File: src/rtl/mul_pkg.sv
// Shared types and sizing helpers for the multiplier back end.
package mul_pkg;

    localparam int DEF_WIDTH = 64;
    localparam int DEF_CHUNK = 16;

    typedef enum logic [1:0] {
        IDLE = 2'd0,
        ADD  = 2'd1,
        DONE = 2'd2
    } state_e;

    // A single-chunk build still needs a 1-bit counter so the select logic stays uniform.
    function automatic int cnt_width(input int nchunk);
        return (nchunk <= 1) ? 1 : $clog2(nchunk);
    endfunction

endpackage

File: src/rtl/cs_chunk_adder.sv
// Combinational CHUNK-bit adder with carry in/out; one slice of the ripple resolver.
module cs_chunk_adder #(
    parameter int CHUNK = 16
) (
    input  logic [CHUNK-1:0] a,
    input  logic [CHUNK-1:0] b,
    input  logic             cin,
    output logic [CHUNK-1:0] sum,
    output logic             cout
);

    assign {cout, sum} = {1'b0, a} + {1'b0, b} + {{CHUNK{1'b0}}, cin};

endmodule

File: src/rtl/cs_resolver.sv
// Resolves a carry-save pair (C, S) into C+S, CHUNK bits per cycle, with valid/ready on both sides.
module cs_resolver
    import mul_pkg::*;
#(
    parameter int WIDTH = DEF_WIDTH,
    parameter int CHUNK = DEF_CHUNK
) (
    input  logic             clk,
    input  logic             rst_n,
    input  logic             in_valid,
    output logic             in_ready,
    input  logic [WIDTH-1:0] in_c,
    input  logic [WIDTH-1:0] in_s,
    output logic             out_valid,
    input  logic             out_ready,
    output logic [WIDTH-1:0] out_sum,
    output logic             out_cout
);

    localparam int NCHUNK = WIDTH / CHUNK;
    localparam int CNT_W  = cnt_width(NCHUNK);

    if (CHUNK <= 0 || (WIDTH % CHUNK) != 0) begin : g_bad_chunk
        $error("cs_resolver: WIDTH must be a positive multiple of CHUNK");
    end

    state_e           state_q, state_d;
    logic [WIDTH-1:0] c_q, c_d, s_q, s_d, sum_q, sum_d;
    logic [CNT_W-1:0] cnt_q, cnt_d;
    logic             carry_q, carry_d, cout_q, cout_d, valid_q, valid_d;

    int unsigned      base;
    logic [CHUNK-1:0] add_a, add_b, add_sum;
    logic             add_cout;
    logic             accept, last_chunk;

    // A single adder slice is shared across cycles; cnt steers which chunk it sees.
    always_comb begin
        base  = int'(cnt_q) * CHUNK;
        add_a = c_q[base +: CHUNK];
        add_b = s_q[base +: CHUNK];
    end

    cs_chunk_adder #(.CHUNK(CHUNK)) u_adder (
        .a    (add_a),
        .b    (add_b),
        .cin  (carry_q),
        .sum  (add_sum),
        .cout (add_cout)
    );

    assign in_ready   = (state_q == IDLE) || (state_q == DONE && out_ready);
    assign accept     = in_valid && in_ready;
    assign last_chunk = (cnt_q == CNT_W'(NCHUNK - 1));

    always_comb begin
        // NOTE: every signal gets its hold value first so no path through this block infers a latch.
        state_d = state_q;
        c_d     = c_q;
        s_d     = s_q;
        sum_d   = sum_q;
        cnt_d   = cnt_q;
        carry_d = carry_q;
        cout_d  = cout_q;
        valid_d = valid_q;

        if (accept) begin
            c_d     = in_c;
            s_d     = in_s;
            carry_d = 1'b0;
            cnt_d   = '0;
            valid_d = 1'b0;
            state_d = ADD;
        end else begin
            case (state_q)
                ADD: begin
                    sum_d[base +: CHUNK] = add_sum;
                    carry_d              = add_cout;
                    if (last_chunk) begin
                        cout_d  = add_cout;
                        valid_d = 1'b1;
                        state_d = DONE;
                    end else begin
                        cnt_d = cnt_q + 1'b1;
                    end
                end
                DONE: begin
                    // Consume without a new pair: drop valid but keep the last sum visible.
                    if (out_ready) begin
                        valid_d = 1'b0;
                        state_d = IDLE;
                    end
                end
                default: state_d = state_q;
            endcase
        end
    end

    // NOTE: operand registers are reset too, so nothing downstream can ever observe X.
    always_ff @(posedge clk or negedge rst_n) begin
        if (!rst_n) begin
            state_q <= IDLE;
            c_q     <= '0;
            s_q     <= '0;
            sum_q   <= '0;
            cnt_q   <= '0;
            carry_q <= 1'b0;
            cout_q  <= 1'b0;
            valid_q <= 1'b0;
        end else begin
            // NOTE: non-blocking assignments so every flop samples the pre-edge values.
            state_q <= state_d;
            c_q     <= c_d;
            s_q     <= s_d;
            sum_q   <= sum_d;
            cnt_q   <= cnt_d;
            carry_q <= carry_d;
            cout_q  <= cout_d;
            valid_q <= valid_d;
        end
    end

    assign out_valid = valid_q;
    assign out_sum   = sum_q;
    assign out_cout  = cout_q;

endmodule
File: config.mk
export PLATFORM = sky130hd
export DESIGN_NAME = cs_resolver
export DESIGN_NICKNAME = d
export VERILOG_FILES = /design/src/rtl/mul_pkg.sv /design/src/rtl/cs_chunk_adder.sv /design/src/rtl/cs_resolver.sv
export SDC_FILE = /design/constraint.sdc
export NUM_CORES = 1
export LEC_CHECK = 0
export CORE_ASPECT_RATIO = 1.1
export CORE_MARGIN = 4
export CORE_UTILIZATION = 55
export CTS_BUF_LIST = sky130_fd_sc_hd__clkbuf_16
export DETAILED_ROUTE_END_ITERATION = 7
export GPL_TIMING_DRIVEN = 0
export PLACE_DENSITY_LB_ADDON = 0.25
export SLEW_MARGIN = 20
export SYNTH_ARGS = -nofsm -noshare
export SYNTH_HDL_FRONTEND = slang
export SYNTH_HIERARCHICAL = 1
export SYNTH_SLANG_ARGS = --single-unit
File: constraint.sdc
create_clock -name clk -period 12.1 [get_ports clk]
set_clock_uncertainty 0.15 [all_clocks]
set_input_delay 1.21 -clock clk [delete_from_list [all_inputs] [get_ports clk]]
set_output_delay 1.21 -clock clk [all_outputs]
set_load 0.01 [all_outputs]
==> impl_metrics.tcl <==
set metrics [dict create \
    wire_per_inst_um 21.67 \
    nNetsFinal 1012 \
    cts_setup_buffers 0 \
    clkTransAtPathRegs_ns 0.07 \
    critPathArrivalTime_ns 5.02 \
    overflow 0 \
    synth_warnings 6 \
    grt_pass1_wl_um 36710 \
    synth_nets 794 \
    vdd_drop_max_uv 168.9 \
    syn_area_per_cell_um2 14.17 \
    ys_seq_area_share_pct 54.54 \
    cts_sinks 198 \
    slew_headroom_pct 44.97 \
    drv_slew 0 \
    seqCellArea_um2 4955 \
    rows 49 \
    start_util_pct 55.71 \
    setup_tns_ns 0 \
    final_antenna_net_count 0 \
    fillCellCount 1066 \
    clock_latency_ns 0.43 \
    io_pins 199 \
    path_max_fanout 10 \
    die_h_um 142.8 \
    syn_to_final_growth_pct 31.88 \
    antenna_found_initial 0 \
    setup_viol 0 \
    portBuffers 198 \
    dp_hpwl_um 17750 \
    num_vias 6388 \
    cts_root_buf "clkbuf_16" \
    hold_violations 0 \
    die_w_um 130.5 \
    async_reset_ff_share_pct 100.0 \
    finalCriticalPeriod_ns 4.850 \
    cts_buffer_depth 2 \
    yosysMostFrequentCell "dfrtp_1" \
    synth_top_area_cell "dfrtp_1" \
    cap_violations 0 \
    dr.pass1.iters 5 \
    synth_edf_count 0 \
    h-tree-depth 4 \
    routabilityCongestion 0.8495 \
    cts.repair.resized 0 \
    multi_input_area_um2 3852 \
    cp_data_required_time_ns 12.27 \
    core_um2 16310 \
    synth_seq_cells 198 \
    leakagePower_nw 5.096 \
    grt_max_degree 104 \
    grt_pass1_vias 6807 \
    power_density_nw_per_um2 321.2 \
    max_clock_freq_mhz 206.2 \
    cts_tree "done" \
    netlist_area_um2 9085 \
    via_per_inst 5.931 \
    drive_above_1_share_pct 18.00 \
    postSynthCellCount 641 \
    dp_slack_ns 7.359 \
    dp_cells 1044 \
    tightestPinTransition_ns 0.8255 \
    drc 0 \
    design.die.area_um2 18640 \
    cpMaxStageDelayCell "clkbuf_1" \
    hold_class "flip-flop to flip-flop" \
    final_cells 1077 \
    rrSetupSlack_ns 7.25 \
    cp-end-kind "flip-flop" \
    status "finished clean" \
    finalCritPeriodShare_pct 40.08 \
    rsz0062_at_grt "no" \
    cts_buffers 17 \
    synthFlopType "dfrtp_1" \
    dr.first_iter.drc_count 382 \
    synth_top_cell_area_share_pct 54.54 \
    track_usage_pct 25.99 \
    wl_um 23340 \
    synth_common_cells "198 x dfrtp_1, 76 x mux2_1, 53 x mux2_2, 50 x nand2_1, 48 x a22o_1" \
    crit_chain "clkbuf_1, clkbuf_1, mux4_2, fa_1, a211oi_1, nor3_1, nor3_1, o21bai_1, xor2_1, nand2_1, o21ai_0" \
    synth_cell_types 50 \
    synthTopCellsByArea "dfrtp_1 55%, mux2_1 9.4%, mux4_2 7.9%" \
    max_stage_delay_ns 0.66 \
    timing.final.ws_setup_ns 7.250 \
    cp-start-kind "flip-flop" \
    worstSetupPathType "flip-flop to flip-flop" \
    postCtsHoldBufs 0 \
]
[layout by cell type (no fill, tap or decap), types with 10 or more instances in the layout]
master / instances
mux2_2: 53
buf_2: 15
o21ai_0: 23
ha_1: 19
mux2_1: 76
mux4_2: 32
nor2_1: 16
a21oi_1: 16
a22o_1: 48
clkdlybuf4s50_1: 197
nand2_1: 50
dfrtp_1: 198
buf_6: 10
clkbuf_16: 17
[registers in the layout, indices dropped and copies added (netlist names)]
| signal | count |
|---|---|
| c_q | 64 |
| out_sum | 64 |
| s_q | 64 |
| cnt_q | 2 |
| state_q | 2 |
| carry_q | 1 |
| out_cout | 1 |
[path summary, 6_finish.rpt]
path                                         from                      end  depth (start not counted)
setup / recovery             cnt_q[1]$_DFFE_PN0P_  out_sum[11]$_DFFE_PN0P_                         11
hold / removal             out_sum[2]$_DFFE_PN0P_   out_sum[2]$_DFFE_PN0P_                          2
min in group asynchronous                   rst_n  out_sum[57]$_DFFE_PN0P_                          1
hold reg to reg            out_sum[2]$_DFFE_PN0P_   out_sum[2]$_DFFE_PN0P_                          2
setup reg to reg             cnt_q[1]$_DFFE_PN0P_  out_sum[11]$_DFFE_PN0P_                         11
max in group asynchronous                   rst_n      c_q[52]$_DFFE_PN0P_                          2
[cell type report]
| class | instances | area share [%] |
|---|---|---|
| antenna | 1 | 0.02089 |
| buffer | 37 | 2.068 |
| clock buffer | 17 | 3.551 |
| clock inverter | 15 | 1.660 |
| inverter | 8 | 0.2506 |
| multi-input combinational | 398 | 32.15 |
| sequential | 198 | 41.35 |
| tap | 204 | 2.130 |
| timing repair buffer | 199 | 16.81 |
[critical path: cells and delay by family, from the launching register on]
family          cells  cell delay, ns
simple gates        3            0.88
fa+ha+maj           1            0.51
mux                 1            0.45
flops               1            0.38
buf+inv             2            1.09
xor+xnor            1            0.41
compound gates      3            0.88
[logic make-up after synthesis]
group / synth area share, %
buffers and inverters: 3.057
AOI/OAI and AO/OA: 8.910
adders and majority gates: 3.057
xor gates and xnor gates: 1.060
and+or+nand+nor: 5.124
DFF: 54.54
muxes: 24.25
[metrics by stage]
step                      total power [mW]  cell area (um^2)  utilization, %  hold slack [ns]
after global placement               3.124             11320           69.43           0.3115
after CTS                            3.848             11980           73.45           0.3351
after detailed placement             3.236             11350           69.63           0.3198
after global routing                 4.112             11980           73.45           0.3572
final                                3.848             11980           73.47           0.3276
after floorplan                      2.566              9085               -           0.3024
[report_power, final]
group | switching, mW | leakage (nW) | internal [mW] | total (mW)
clock | 0.256 | 0.302 | 0.348 | 0.604
combinational | 1.21 | 2.33 | 0.952 | 2.16
sequential | 0.146 | 2.46 | 0.940 | 1.09
[routing by layer]
layer  track usage [%]  wire length (um)  up-vias
li1                  -                 -     2803
met2             44.67             12000      249
met4             8.988               544        0
met1             32.30              9234     3296
met3             6.098              1559       40
met5                 0                 0        -
Power figures use the tool's default switching activity.
